$ cat config.mk
export PLATFORM = sky130hd
export DESIGN_NAME = postprocess_linear_ctrl
export DESIGN_NICKNAME = d
export VERILOG_FILES = /design/src/rtl/postprocess_linear_ctrl.sv
export SDC_FILE = /design/constraint.sdc
export NUM_CORES = 1
export LEC_CHECK = 0
export ABC_AREA = 1
export CORE_MARGIN = 2
export CORE_UTILIZATION = 45
export CTS_CLUSTER_DIAMETER = 120
export CTS_CLUSTER_SIZE = 14
export DETAILED_ROUTE_END_ITERATION = 10
export PLACE_DENSITY_LB_ADDON = 0.12
export RECOVER_POWER = 50
export SLEW_MARGIN = 20
export SYNTH_ARGS = -nofsm -noshare
export SYNTH_HDL_FRONTEND = slang
export SYNTH_SLANG_ARGS = --single-unit
$ cat constraint.sdc
create_clock -name clk -period 2 [get_ports clk]
set_clock_uncertainty 0.1 [all_clocks]
set_input_delay 0.3 -clock clk [delete_from_list [all_inputs] [get_ports clk]]
set_output_delay 0.3 -clock clk [all_outputs]
set_load 0.02 [all_outputs]
$ cat src/rtl/postprocess_linear_ctrl.sv
// Sequencer for the post-process linear layer: steps the weight-ROM address once per
// accepted feature and delays the feature qualifiers by the ROM read latency.
`timescale 1ns/1ps

module postprocess_linear_ctrl #(
   parameter int NUM_ITER = 64,
   parameter int ADDR_W   = 9,
   parameter int RD_LAT   = 1
) (
   input  logic              clk,
   input  logic              rst_b,
   input  logic              start,
   input  logic              abort,
   input  logic              feat_valid,
   output logic              feat_ready,
   output logic              w_en,
   output logic [ADDR_W-1:0] iter,
   output logic              mac_valid,
   output logic              mac_first,
   output logic              mac_last,
   output logic              busy,
   output logic              done
);

   localparam logic [ADDR_W-1:0] LAST_ITER = ADDR_W'(NUM_ITER - 1);

   typedef enum logic [1:0] {S_IDLE, S_RUN, S_DRAIN, S_DONE} state_t;

   typedef struct packed {
      logic valid;
      logic first;
      logic last;
   } tag_t;

   state_t state;
   tag_t   pipe [RD_LAT];
   tag_t   pipe_in;
   logic   accept;
   logic   pipe_busy;

   assign accept = feat_valid & feat_ready;
   assign w_en   = accept;

   always_comb begin
      pipe_in.valid = accept;
      pipe_in.first = accept && (iter == '0);
      pipe_in.last  = accept && (iter == LAST_ITER);
      pipe_busy     = 1'b0;
      for (int i = 0; i < RD_LAT; i++) begin
         pipe_busy = pipe_busy | pipe[i].valid;
      end
   end

   // feat_ready and busy are kept as flops updated alongside the state, so the
   // feature source sees a clean registered handshake.
   always_ff @(posedge clk or negedge rst_b) begin
      if (!rst_b) begin
         state      <= S_IDLE;
         iter       <= '0;
         feat_ready <= 1'b0;
         busy       <= 1'b0;
         done       <= 1'b0;
      end else begin
         done <= 1'b0;
         if (abort) begin
            state      <= S_IDLE;
            iter       <= '0;
            feat_ready <= 1'b0;
            busy       <= 1'b0;
         end else begin
            case (state)
               S_IDLE: begin
                  if (start) begin
                     state      <= S_RUN;
                     feat_ready <= 1'b1;
                     busy       <= 1'b1;
                  end
               end
               S_RUN: begin
                  if (accept) begin
                     if (iter == LAST_ITER) begin
                        iter       <= '0;
                        state      <= S_DRAIN;
                        feat_ready <= 1'b0;
                     end else begin
                        iter <= iter + 1'b1;
                     end
                  end
               end
               S_DRAIN: begin
                  // The last term has left the pipe once no stage holds a valid tag.
                  if (!pipe_busy) begin
                     state <= S_DONE;
                     done  <= 1'b1;
                  end
               end
               S_DONE: begin
                  state <= S_IDLE;
                  busy  <= 1'b0;
               end
               default: state <= S_IDLE;
            endcase
         end
      end
   end

   // NOTE: the delay pipe is a handful of flops rather than a RAM, so it is reset and
   // flushed explicitly; a stale valid bit would otherwise leak into the next pass.
   always_ff @(posedge clk or negedge rst_b) begin
      if (!rst_b) begin
         for (int i = 0; i < RD_LAT; i++) pipe[i] <= '0;
      end else if (abort) begin
         for (int i = 0; i < RD_LAT; i++) pipe[i] <= '0;
      end else begin
         pipe[0] <= pipe_in;
         for (int i = 1; i < RD_LAT; i++) pipe[i] <= pipe[i-1];
      end
   end

   assign mac_valid = pipe[RD_LAT-1].valid;
   assign mac_first = pipe[RD_LAT-1].first;
   assign mac_last  = pipe[RD_LAT-1].last;

endmodule

Yosys cells after proc, flatten, opt, wreduce, memory -nomap -nowiden
Index checks and enable logic that the tools add are counted.
{"block": "totals", "ramBits": 0, "latch_bits": 0, "in_bits": 5, "output_inout_bits": 16, "word_cells": 51, "n_memories": 0, "romBits": 0, "register_bits": 17}
{"block": "op_classes", "add_sub_neg": 1, "shifts": 0, "n_bitwise": 1, "order_cmp": 0, "reduce_logical": 12, "n_mux": 21, "div": 0, "n_mul": 0, "n_eq_ne": 8}
{"op": "two-way mux 9 bit", "count": 4}
{"op": "!= test 3 bit (second input constant)", "count": 4}
{"op": "two-way mux 2 bit", "count": 5}
{"op": "adder 9 x 1 -> 9 bit (second input constant)", "count": 1}
{"op": "equality test 9 x 6 -> 1 bit (second input constant)", "count": 1}
{"op": "zero test 9 bit", "count": 1}
{"op": "two-way mux 1 bit", "count": 8}
{"op": "one-hot mux 2 bit (4 select lines)", "count": 1}
{"op": "AND reduction 4 bit", "count": 2}
{"op": "nonzero test 3 bit", "count": 2}
{"op": "equality test 2 bit (second input constant)", "count": 2}
{"op": "one-hot mux 1 bit (2 select lines)", "count": 2}
{"op": "AND reduction 2 bit", "count": 2}
{"op": "nonzero test 2 bit", "count": 2}
{"op": "two-way mux 3 bit", "count": 1}
{"op": "equality test 2 x 1 -> 1 bit (second input constant)", "count": 1}
{"op": "logical AND 1 bit", "count": 2}
{"op": "zero test 2 bit", "count": 1}
{"op": "bitwise AND 1 bit", "count": 1}

Depth between registers and ports, before layout
{"block": "logic_depth", "word_depth": 5, "mapped_depth": 8, "ltp_nobuf": 8}

Least setup slack after synthesis
OpenSTA, ideal clock, no wires.
{"block": "synth_timing", "kind": "register to register", "start": "register iter[1]", "end": "register iter[2]", "path_stages_with_launch": 9, "path_slack_ns": 0.529, "setup_time_ns": 0.115, "arrival_time_ns": 1.256, "required_ns": 1.785, "synth_period_minus_slack_ns": 1.471, "n_path_buf": 0, "path_cell_list": "dfrtp_1 -> ha_1 -> nand3_2 -> nor2_4 -> nand2_2 -> nand2_1 -> nand2_2 -> inv_1 -> nor2_1"}
{"block": "synth_via", "elab_chain_len": 5, "word_cells_on_any_way": 6, "cone_classes": "1 x add/sub; 1 x eq/ne; 4 x mux"}
{"item": "from (decl)", "line": "17", "text": "output logic [ADDR_W-1:0] iter,"}
{"item": "from (signal assigned)", "line": "86", "text": "iter <= iter + 1'b1;"}
{"item": "adder 9 x 1 -> 9 bit / equality test 9 x 6 -> 1 bit (equally long branches)", "line": "86, 81"}
{"item": "two-way mux 9 bit *", "line": "81", "text": "if (iter == LAST_ITER) begin"}
{"item": "two-way mux 9 bit *", "line": "80", "text": "if (accept) begin"}
{"item": "two-way mux 9 bit *", "line": "71", "text": "case (state)"}
{"item": "two-way mux 9 bit *", "line": "65", "text": "if (abort) begin"}
Mark *: on every way between the ends. The rest lies on a longest branch, timed or not. The select of a mux whose other input is x is not followed.
A chain may end at the register's enable or synchronous reset.

Final worst setup path
{"block": "layout_timing", "start": "input feat_valid", "end": "output w_en"}
{"block": "layout_via", "elab_chain_len": 1}
{"item": "from (decl)", "line": "14", "text": "input logic feat_valid,"}
{"item": "bitwise AND 1 bit", "line": "41", "text": "assign accept = feat_valid & feat_ready;"}
{"item": "to (decl)", "line": "16", "text": "output logic w_en,"}
No other way between the ends.

==> results.cfg <==
[pwr]
p_seq_share_pct = 38.8
power_mw = 1.24
power_frac_comb_pct = 46.2
ir_worst_vdd_v = 0.000772
pwr-share-clk_pct = 15.0
leakagePower_nw = 0.688
swShare_pct = 41.5
power.density_nw_per_um2 = 948
p_switching_uw = 516
p_int_uw = 727

[layout]
final_layout_size_suffix_gt1_share_pct = 8.48
syn2layout_area_growth_pct = 21.4
fillers = 225
multiInputGateArea_um2 = 512
regArea_um2 = 425
final_nets = 177
final_util_pct = 58.7
final_area_um2 = 1310
antenna_cells = 0

[floorplan]
die_x_um = 53.0
initial_core_util_pct = 48.3
rows = 17
ios = 21
core_um2 = 2230
die_area_um2 = 2810
die-height_um = 53.0

[logic_synthesis]
ys_seq_area_share_pct = 39.4
syn-cell-area_um2 = 1080
synth_ff_type = dfrtp_1
avgSynthCellArea_um2 = 7.66
synth_cell_types = 23
ys.warnings.count = 0
synth_top_area_cell = dfrtp_1
async_flop_share_pct = 100
synth.most_common_cell = nand2_1
syn-num-nets = 152
synth_edf_count = 0
synth-seq-cells = 17
synthTopCellsByArea = dfrtp_1, nand2_1, inv_1, ha_1, nor2_1
syn_inst = 141
synth_top_area_share_pct = 39.4
synth_common_cells = nand2_1, inv_1, dfrtp_1

[timing]
rsz0062_at_grt = false
worst_slew_pin_slew_ps = 939
slew_headroom_pct = 37.4
finalCritPeriodShare_pct = 93.1
setup_viol = 0
fmax_mhz = 537
setup_tns_ps = 0
period_minus_slack_ps = 1860
setup_slack_ps = 138
drv_slew = 0
hold_viol_final = 0

[place]
dp_hpwl_mm = 1.60
gp_congestion = 0.828
placed_area_um2 = 1310
post-place-ws_ps = 129
place.port_buffers = 20

[global_route]
grt_use_met1_pct = 26.5
met2_usage_pct = 28.5
grt_pass1_wl_mm = 3.84
grt_pass1_vias = 888
grt_max_degree = 18
grt_usage_pct = 18.4
gr-total-overflow = 0
busiest_layer = met2
gr-usage-met3_pct = 2.82
antenna_found_initial = 0

[clocking]
cts_tree = built
cts_resized = 0
cts_root_buf = clkbuf_4
cts_max_path_buffers = 2
cts_hold_buf = 0
numCtsBuffers = 3
worstSkewPairLatency_ps = 280
post-cts-setup-buffer-count = 0
h-tree-depth = 1
path_clk_slew_ps = 100
clkSinkCount = 17

[critical_path]
worst-path-max-fanout = 2
critPathLaunchType = input pin
crit_path_end_kind = primary output
path_cells = clkdlybuf4s50_1 -> nand2_1 -> inv_1 -> clkdlybuf4s50_1
cpMostUsedCell = clkdlybuf4s50_1
cp_slowest_cell = clkdlybuf4s50_1
arrival_ps = 1460
worst_path_largest_cell_delay_ps = 590
path_class = in2out
r2r-start = state[1]$_DFFE_PN0P_
crit_start = feat_valid
worstPathRequired_ps = 1600
regToRegSetupSlack_ps = 330

[hold_path]
hold_path.startpoint = mac_valid$_DFF_PN0_
min_path_type = reg2reg

[detailed_routing]
wl_mm = 2.09
avgViaCountPerCell = 4.75
drt_iter0_markers = 14
postRouteAntennaNets = 0
wl_per_cell_um = 10.8
dr.pass1.iters = 4
route.detailed.drc = 0
vias = 917

[flow_run]
cap_violations = 0

[outcome]
status = finished, final reports clean
-- routing by layer --
layer / part of all wire, % / vias to the layer above
met4: 0.77 / 0
met2: 43 / 13
met3: 4.0 / 2
met5: 0 / -
met1: 52 / 418
li1: - / 484
-- path summary, 6_finish.rpt --
kind,to,cells past startpoint
min in group asynchronous,mac_first$_DFF_PN0_,2
max in group asynchronous,mac_last$_DFF_PN0_,2
setup reg to reg,iter[5]$_DFFE_PN0P_,8
hold / removal,done$_DFF_PN0_,1
setup / recovery,w_en,4
hold reg to reg,done$_DFF_PN0_,1
-- cells in the final DEF (no fill, tap or decap) --
master | netlist | layout
nand2_1 | 40 | 41
inv_1 | 22 | 22
nor2_1 | 16 | 17
dfrtp_1 | 17 | 17
clkdlybuf4s50_1 | 0 | 17
nand3_1 | 8 | 9
nand4_1 | 7 | 7
ha_1 | 6 | 6
nor3_1 | 3 | 3
o21ai_0 | 3 | 3
clkbuf_4 | 0 | 3
clkbuf_1 | 0 | 3
dlygate4sd3_1 | 0 | 3
o21ai_2 | 2 | 2
inv_8 | 1 | 1
nand3_2 | 2 | 1
inv_2 | 1 | 1
a21boi_0 | 1 | 1
nor2_2 | 1 | 1
nor2_4 | 2 | 1
o21ai_4 | 1 | 1
nand2_2 | 2 | 1
nand4_2 | 1 | 1
a21oi_1 | 1 | 1
o21bai_1 | 1 | 1
buf_4 | 1 | 1
-- final cells by class --
| type | instances | area share [%] |
|---|---|---|
| multi-input combinational | 97 | 39.0 |
| sequential | 17 | 32.4 |
| timing repair buffer | 23 | 16.4 |
| inverter | 24 | 7.44 |
| tap | 28 | 2.67 |
| clock buffer | 4 | 2.00 |
-- power groups by stage --
stage / registers [mW] / logic [mW] / clock network [mW]
global placement: 0.488 / 0.573 / 0
CTS: 0.485 / 0.584 / 0.195
detailed placement: 0.490 / 0.581 / 0
finish: 0.483 / 0.575 / 0.186
floorplan: 0.541 / 0.324 / 0
global route: 0.497 / 0.654 / 0.210
-- worst max-delay path, delay by kind of cell --
kind                   cells  cell delay (ps)
buffers and inverters      3             1100
AND/OR/NAND/NOR            1               70
-- kinds of logic (layout without fill, tap and decap cells) --
logic type,after synthesis,after routing,synth area share [%]
flip-flops,17,17,39.4
AO/OA/AOI/OAI,9,9,6.37
AND/OR/NAND/NOR,82,82,35.5
buffers and inverters,27,51,11.8
adder cells (fa/ha/maj),6,6,6.95
-- per-stage QoR --
stage,hold WS [ps],cells
after floorplan,-95.6,141
after global placement,359,189
after detailed placement,357,189
after CTS,228,193
after global routing,392,193
final,376,193
-- state kept, by name, indices dropped and copies added (netlist names) --
register	cells
iter	9
mac_first	1
feat_ready	1
mac_valid	1
state	2
done	1
mac_last	1
busy	1
Power figures use the tool's default switching activity.
